`src/rtl/soc_pkg.sv`:
```
// Shared types for the SoC memory path: arbiter FSM states and master identifiers.
package soc_pkg;

  typedef enum logic {
    IDLE = 1'b0,
    RESP = 1'b1
  } state_t;

  typedef enum logic {
    MST_CPU = 1'b0,
    MST_VPU = 1'b1
  } mst_t;

endpackage

```
`src/rtl/soc_mem_arbiter.sv`:
```
// Two-master (CPU data port, VPU XIF memory port) arbiter for a single-port
// data memory with one-cycle read latency and at most one access in flight.
module soc_mem_arbiter
  import soc_pkg::*;
#(
  parameter int MEM_WORDS = 16384
) (
  input  logic        clk_i,
  input  logic        rst_i,
  input  logic        data_req_i,
  input  logic        data_we_i,
  input  logic [3:0]  data_be_i,
  input  logic [31:0] data_addr_i,
  input  logic [31:0] data_wdata_i,
  output logic        data_gnt_o,
  output logic        data_rvalid_o,
  output logic [31:0] data_rdata_o,
  input  logic        vpu_valid_i,
  output logic        vpu_ready_o,
  input  logic [31:0] vpu_addr_i,
  input  logic        vpu_we_i,
  input  logic [3:0]  vpu_be_i,
  input  logic [31:0] vpu_wdata_i,
  output logic        vpu_result_valid_o,
  output logic [31:0] vpu_rdata_o,
  output logic        vpu_err_o,
  output logic        mem_req_o,
  output logic        mem_we_o,
  output logic [3:0]  mem_be_o,
  output logic [29:0] mem_addr_o,
  output logic [31:0] mem_wdata_o,
  input  logic [31:0] mem_rdata_i,
  output state_t      dbg_state_o
);

  // Handshake: a request is accepted in the cycle its gnt/ready is high;
  // the single response follows exactly one cycle later on the matching valid.

  localparam logic [31:0] MEM_WORDS_L = 32'(MEM_WORDS);

  state_t      state;
  mst_t        last_grant;
  mst_t        resp_mst;
  logic        resp_rd;
  logic        resp_bad;

  mst_t        sel;
  logic        grant;
  logic        sel_we;
  logic [3:0]  sel_be;
  logic [31:0] sel_addr;
  logic [31:0] sel_wdata;
  logic        oor;
  logic        mis;
  logic [31:0] resp_data;

  always_comb begin
    sel = MST_CPU;
    // On a tie the master that did not win last time goes first.
    if (vpu_valid_i && (!data_req_i || last_grant == MST_CPU)) sel = MST_VPU;

    grant     = (state == IDLE) && !rst_i && (data_req_i || vpu_valid_i);
    sel_we    = (sel == MST_VPU) ? vpu_we_i    : data_we_i;
    sel_be    = (sel == MST_VPU) ? vpu_be_i    : data_be_i;
    sel_addr  = (sel == MST_VPU) ? vpu_addr_i  : data_addr_i;
    sel_wdata = (sel == MST_VPU) ? vpu_wdata_i : data_wdata_i;

    oor = {2'b00, sel_addr[31:2]} >= MEM_WORDS_L;
    mis = (sel == MST_VPU) && (sel_addr[1:0] != 2'b00);
  end

  assign data_gnt_o  = grant && (sel == MST_CPU);
  assign vpu_ready_o = grant && (sel == MST_VPU);

  // Bad accesses are still accepted but never reach the memory.
  assign mem_req_o   = grant && !oor && !mis;
  assign mem_we_o    = grant && sel_we;
  assign mem_be_o    = grant ? sel_be          : 4'h0;
  assign mem_addr_o  = grant ? sel_addr[31:2]  : 30'h0;
  assign mem_wdata_o = grant ? sel_wdata       : 32'h0;

  always_ff @(posedge clk_i or posedge rst_i) begin
    if (rst_i) begin
      state      <= IDLE;
      last_grant <= MST_VPU;
      resp_mst   <= MST_CPU;
      resp_rd    <= 1'b0;
      resp_bad   <= 1'b0;
    end else begin
      case (state)
        IDLE: begin
          if (grant) begin
            state      <= RESP;
            last_grant <= sel;
            resp_mst   <= sel;
            resp_rd    <= !sel_we;
            resp_bad   <= oor || mis;
          end
        end
        RESP:    state <= IDLE;
        default: state <= IDLE;
      endcase
    end
  end

  assign resp_data          = (resp_rd && !resp_bad) ? mem_rdata_i : 32'h0;
  assign data_rvalid_o      = (state == RESP) && (resp_mst == MST_CPU);
  assign vpu_result_valid_o = (state == RESP) && (resp_mst == MST_VPU);
  assign data_rdata_o       = data_rvalid_o      ? resp_data : 32'h0;
  assign vpu_rdata_o        = vpu_result_valid_o ? resp_data : 32'h0;
  assign vpu_err_o          = vpu_result_valid_o && resp_bad;
  assign dbg_state_o        = state;

endmodule

```
`config.mk`:
```
export PLATFORM = sky130hd
export DESIGN_NAME = soc_mem_arbiter
export DESIGN_NICKNAME = d
export VERILOG_FILES = /design/src/rtl/soc_pkg.sv /design/src/rtl/soc_mem_arbiter.sv
export SDC_FILE = /design/constraint.sdc
export NUM_CORES = 1
export LEC_CHECK = 0
export CAP_MARGIN = 40
export CORE_AREA = 4 4 120 122
export DETAILED_ROUTE_END_ITERATION = 6
export DIE_AREA = 0 0 124 126
export GPL_ROUTABILITY_DRIVEN = 0
export HOLD_SLACK_MARGIN = 0.03
export SYNTH_ARGS = -nofsm -noshare
export SYNTH_HDL_FRONTEND = slang
export SYNTH_SLANG_ARGS = --single-unit
```
`constraint.sdc`:
```
create_clock -name clk_i -period 4.6 [get_ports clk_i]
set_input_delay 1.38 -clock clk_i [delete_from_list [all_inputs] [get_ports clk_i]]
set_output_delay 1.38 -clock clk_i [all_outputs]
set_load 0.02 [all_outputs]
```
## Word level (Yosys, flattened, before mapping)

Cells that the tools add are included.

- Register bits: 5
- Output and inout port bits: 138
- Logic and storage cells: 47

- $lt $le $gt $ge: 1
- Mux-type cells: 13
- Bitwise logic cells: 4
- Reduce and logical (&&, ||, !) cells: 24

Operators by type and width:

| operator | number |
|---|---|
| $mux W32 | 6 |
| $ge A30 B15 Y1 const B | 1 |
| $mux W30 | 1 |
| $logic_and A1 B1 Y1 | 13 |
| $mux W4 | 2 |
| $logic_not A1 Y1 | 6 |
| $not A1 Y1 | 4 |
| $logic_or A1 B1 Y1 | 3 |
| $mux W1 | 3 |
| $pmux W1 S2 | 1 |
| $reduce_and A2 Y1 | 1 |
| $reduce_bool A2 Y1 | 1 |

## Logic depth before layout (Yosys ltp)

- Word-level depth: 9
- Gate-level depth with buffers: 6
- Depth with buffers taken out: 5

## Worst setup path before layout

OpenSTA, ideal clock, no wires.

- Kind: input to output
- Start point: in vpu_valid_i
- End point: out mem_wdata_o[24]
- Data arrival time: 2.464 ns
- Required time: 3.220 ns
- Setup slack: 0.756 ns
- Stages: 5
- Path buffers: 2
- Path through: a21bo_1 buf_6 nor3_4 buf_6 a22o_1

- Longest elaborated chain between the ends: 4
- Elaborated cells on any way between the ends: 6
- Classes of those cells: mux: 3; reduce/logical: 3

Ends and longest elaborated chain:

| item | RTL line | text |
|---|---|---|
| start: declaration | soc_mem_arbiter.sv:18 | `input logic vpu_valid_i,` |
| $logic_and A1 B1 Y1 | soc_mem_arbiter.sv:60 | `if (vpu_valid_i && (!data_req_i \|\| last_grant == MST_CPU)) sel = MST_VPU;` |
| $mux W1 | soc_mem_arbiter.sv:60 |  |
| $mux W32 | soc_mem_arbiter.sv:66 | `sel_wdata = (sel == MST_VPU) ? vpu_wdata_i : data_wdata_i;` |
| $mux W32 (*) | soc_mem_arbiter.sv:80 | `assign mem_wdata_o = grant ? sel_wdata : 32'h0;` |
| end: declaration | soc_mem_arbiter.sv:31 | `output logic [31:0] mem_wdata_o,` |

Every way passes the cells marked *; elsewhere a longest branch is shown, timed or not.

## Worst setup path in the final report

- Start point: in data_req_i
- End point: out mem_wdata_o[6]

- Longest elaborated chain between the ends: 6
- Elaborated cells on any way between the ends: 8
- Classes of those cells: mux: 3; reduce/logical: 5

Ends and longest elaborated chain:

| item | RTL line | text |
|---|---|---|
| start: declaration | soc_mem_arbiter.sv:10 | `input logic data_req_i,` |
| $logic_not A1 Y1 | soc_mem_arbiter.sv:60 |  |
| $logic_or A1 B1 Y1 | soc_mem_arbiter.sv:60 |  |
| $logic_and A1 B1 Y1 | soc_mem_arbiter.sv:60 |  |
| $mux W1 | soc_mem_arbiter.sv:60 |  |
| $mux W32 | soc_mem_arbiter.sv:66 |  |
| $mux W32 (*) | soc_mem_arbiter.sv:80 |  |

Marks and branches as above.

==> results by group <==
Global routing
  – Largest net degree at the start of global routing: 53
  – First-pass GRT wire length: 17020 um
  – Vias in the first global route: 3227
  – GRT Util Overall: 0.1416
  – GRT Residual Overflow: 0
  – Initial antenna violation count: 2

Yosys
  – Count leader, synth: and2_1
  – Post-synth EDFFs: 0
  – Ys flop type: dfrtp_1
  – Synth area leaders: a22o_1, and2_1, nand2_1
  – Mapped Area: 1525 um^2
  – Seq cells post-synth: 5
  – Synth Area per Inst: 6.870 um^2
  – Synth async-reset ratio: 1.000
  – Cell variety after synth: 23
  – Register area share after synthesis: 0.08285
  – Top-area cell type share of the netlist area: 0.2929
  – Yosys warnings: 0
  – Cell count after synthesis: 222
  – Area leader, netlist: a22o_1
  – Synth Net Count: 396
  – Post-synth top cells: and2_1, a22o_1, nand2_1

Power and ir drop
  – VDD IR max: 0.00007779 V
  – Pwr dens: 123.5 nW/um^2
  – Comb pwr share: 0.669
  – Sw frac: 0.3421
  – Leak: 2.140 nW
  – P_int: 0.4043 mW
  – Reg power frac: 0.094
  – Clock power share: 0.237
  – Power, Total: 0.6146 mW
  – P_sw: 0.2103 mW

Flow run
  – Maxcap violations: 0

Clock network
  – Root Buffer: clkbuf_16
  – Worst skew pair latency: 0.23 ns
  – CTS Hold Bufs: 0
  – H-tree depth: 1
  – CTS Buf Count: 3
  – CTS tree: built
  – Worst-case clock buffer depth: 2
  – Clock transition at path regs: 0.03 ns
  – Clock Sinks: 5

Status
  – Status: completed

Drt
  – Routed vias/inst: 4.160
  – Drt wl/cell: 16.61 um
  – Vias: 2962
  – DRC viols: 0
  – Initial DRC count: 47
  – WL final: 11820 um
  – Routed Antenna Nets: 0
  – DRT Pass-1 Iters: 4

Die
  – Die Area: 15620 um^2
  – Initial Util: 0.1156
  – Row cnt: 42
  – Die height: 126 um
  – Die width: 124 um
  – I/O Pins: 312
  – Core ar.: 13190 um^2

STA
  – Setup TNS: 0 ns
  – Slew margin rel.: 0.7538
  – Final setup fails: 0
  – Worst Tran Pin Value: 0.3693 ns
  – Minimum clock period: 4.519 ns
  – Final Hold Vio Count: 0
  – F_max: 221.3 MHz
  – Crit share post-route: 0.9824
  – Clk_skew: 0.001824 ns
  – Slew Viols, Final: 0
  – Unrepaired setup endpoints after global routing: true

Setup path
  – Type of origin of the critical path: input port
  – Worst reg-to-reg setup slack: 2.98 ns
  – Crit end category: output pin
  – Reg-to-reg endpoint: resp_rd
  – WP data arrival: 3.14 ns
  – Worst Path Required: 3.22 ns
  – Max FO, Critical Path: 52
  – R2r worst-path depth: 5
  – Critical path type: in2out
  – R2r startpoint: dbg_state_o

Placement
  – Hpwl dp: 10150 um
  – # port buffers: 309
  – Placed Area: 4877 um^2

Layout
  – Layout cells sized above 1: 0.1026
  – Finished Core Util: 0.3773
  – Area Overhead vs Synth: 226.3%
  – Nets: 711
  – Antenna cells: 0
  – Post-route cell area: 4976 um^2

Min path
  – Sink of the worst hold path: last_grant
  – Hold Crit Depth: 1
  – Worst hold path class: reg2reg
  – Min-delay src: last_grant
sequential cells by signal, indices dropped and copies added, names as in the netlist:
signal,flops
dbg_state_o,1
last_grant,1
resp_bad,1
resp_mst,1
resp_rd,1
stage by stage:
stage          hold WS, ns  worst slack [ns]  instances
6_report            0.5255           0.08078        712
5_1_grt             0.5401          -0.03191        712
4_1_cts             0.5278          0.004134        711
3_5_place_dp        0.5228           -0.2608        705
3_3_place_gp        0.4953           -0.2877        705
2_1_floorplan       0.4700            0.7561        222
worst max-delay path: stages:
cell             delay, ns
clkdlybuf4s50_1       0.55
nor2_1                0.10
nor4_4                0.27
buf_12                0.27
a22o_1                0.20
dlygate4sd2_1         0.35
power groups by stage:
stage          logic (mW)  registers [mW]  clock network, mW
5_1_grt             0.440          0.0590              0.151
6_report            0.411          0.0580              0.146
2_1_floorplan       0.156          0.0568                  0
4_1_cts             0.416          0.0582              0.150
3_5_place_dp        0.433          0.0587                  0
3_3_place_gp        0.431          0.0578                  0
kinds of logic after synthesis:
| group | share of synthesized area |
|---|---|
| DFF | 0.08286 |
| AOI/OAI and AO/OA | 0.3815 |
| buffers and inverters | 0.09188 |
| and+or+nand+nor | 0.4438 |
cell type report:
class,count,area (um^2)
well taps,176,220.2
fillers,1359,8214
flip-flops and latches,5,126.4
clock buffers,4,78.83
repair buffers,331,3281
inverters,3,11.26
multi-input cells,193,1259
layer usage:
metal | global-route usage | vias to the layer above | part of all wire
met5 | 0 | - | 0.0023
met4 | 0.03995 | 4 | 0.019
met3 | 0.06906 | 20 | 0.14
met2 | 0.2590 | 184 | 0.51
met1 | 0.1399 | 1319 | 0.33
li1 | - | 1435 | -
cells in the final DEF, fill, tap and decap left out:
cell	count
a21bo_1	1
a21boi_2	1
a21o_1	2
a21oi_1	17
a22o_1	51
and2_1	65
and2b_1	1
and3_1	3
buf_12	2
buf_16	1
buf_4	19
clkbuf_1	1
clkbuf_16	3
clkbuf_2	1
clkdlybuf4s15_2	25
clkdlybuf4s50_1	238
dfrtp_1	4
dfstp_2	1
dlygate4sd2_1	43
dlymetal6s2s_1	2
inv_1	3
nand2_1	32
nand3_1	1
nand4_1	2
nor2_1	5
nor3_4	1
nor4_1	8
nor4_4	1
o21ai_1	1
o32ai_1	1
how the worst max path moves through the flow:
stage | depth (start not counted) | startpoint | end | slack, ns
2_1_floorplan | 5 | vpu_valid_i | mem_wdata_o[24] | 0.76
3_3_place_gp | 6 | data_addr_i[19] | mem_req_o | -0.29
3_5_place_dp | 6 | vpu_valid_i | mem_wdata_o[6] | -0.26
4_1_cts | 6 | data_req_i | mem_addr_o[17] | 0.004
5_1_grt | 6 | data_req_i | mem_we_o | -0.03
6_report | 6 | data_req_i | mem_wdata_o[6] | 0.08
timing repair:
item | 4_1_cts | 5_1_grt
pin swaps | 1 | 1
setup endpoints to repair | 69 | 41
resized for setup | 120 | 5
cloned | 1 | 0
setup buffers | 1 | 1
Power figures use the tool's default switching activity.
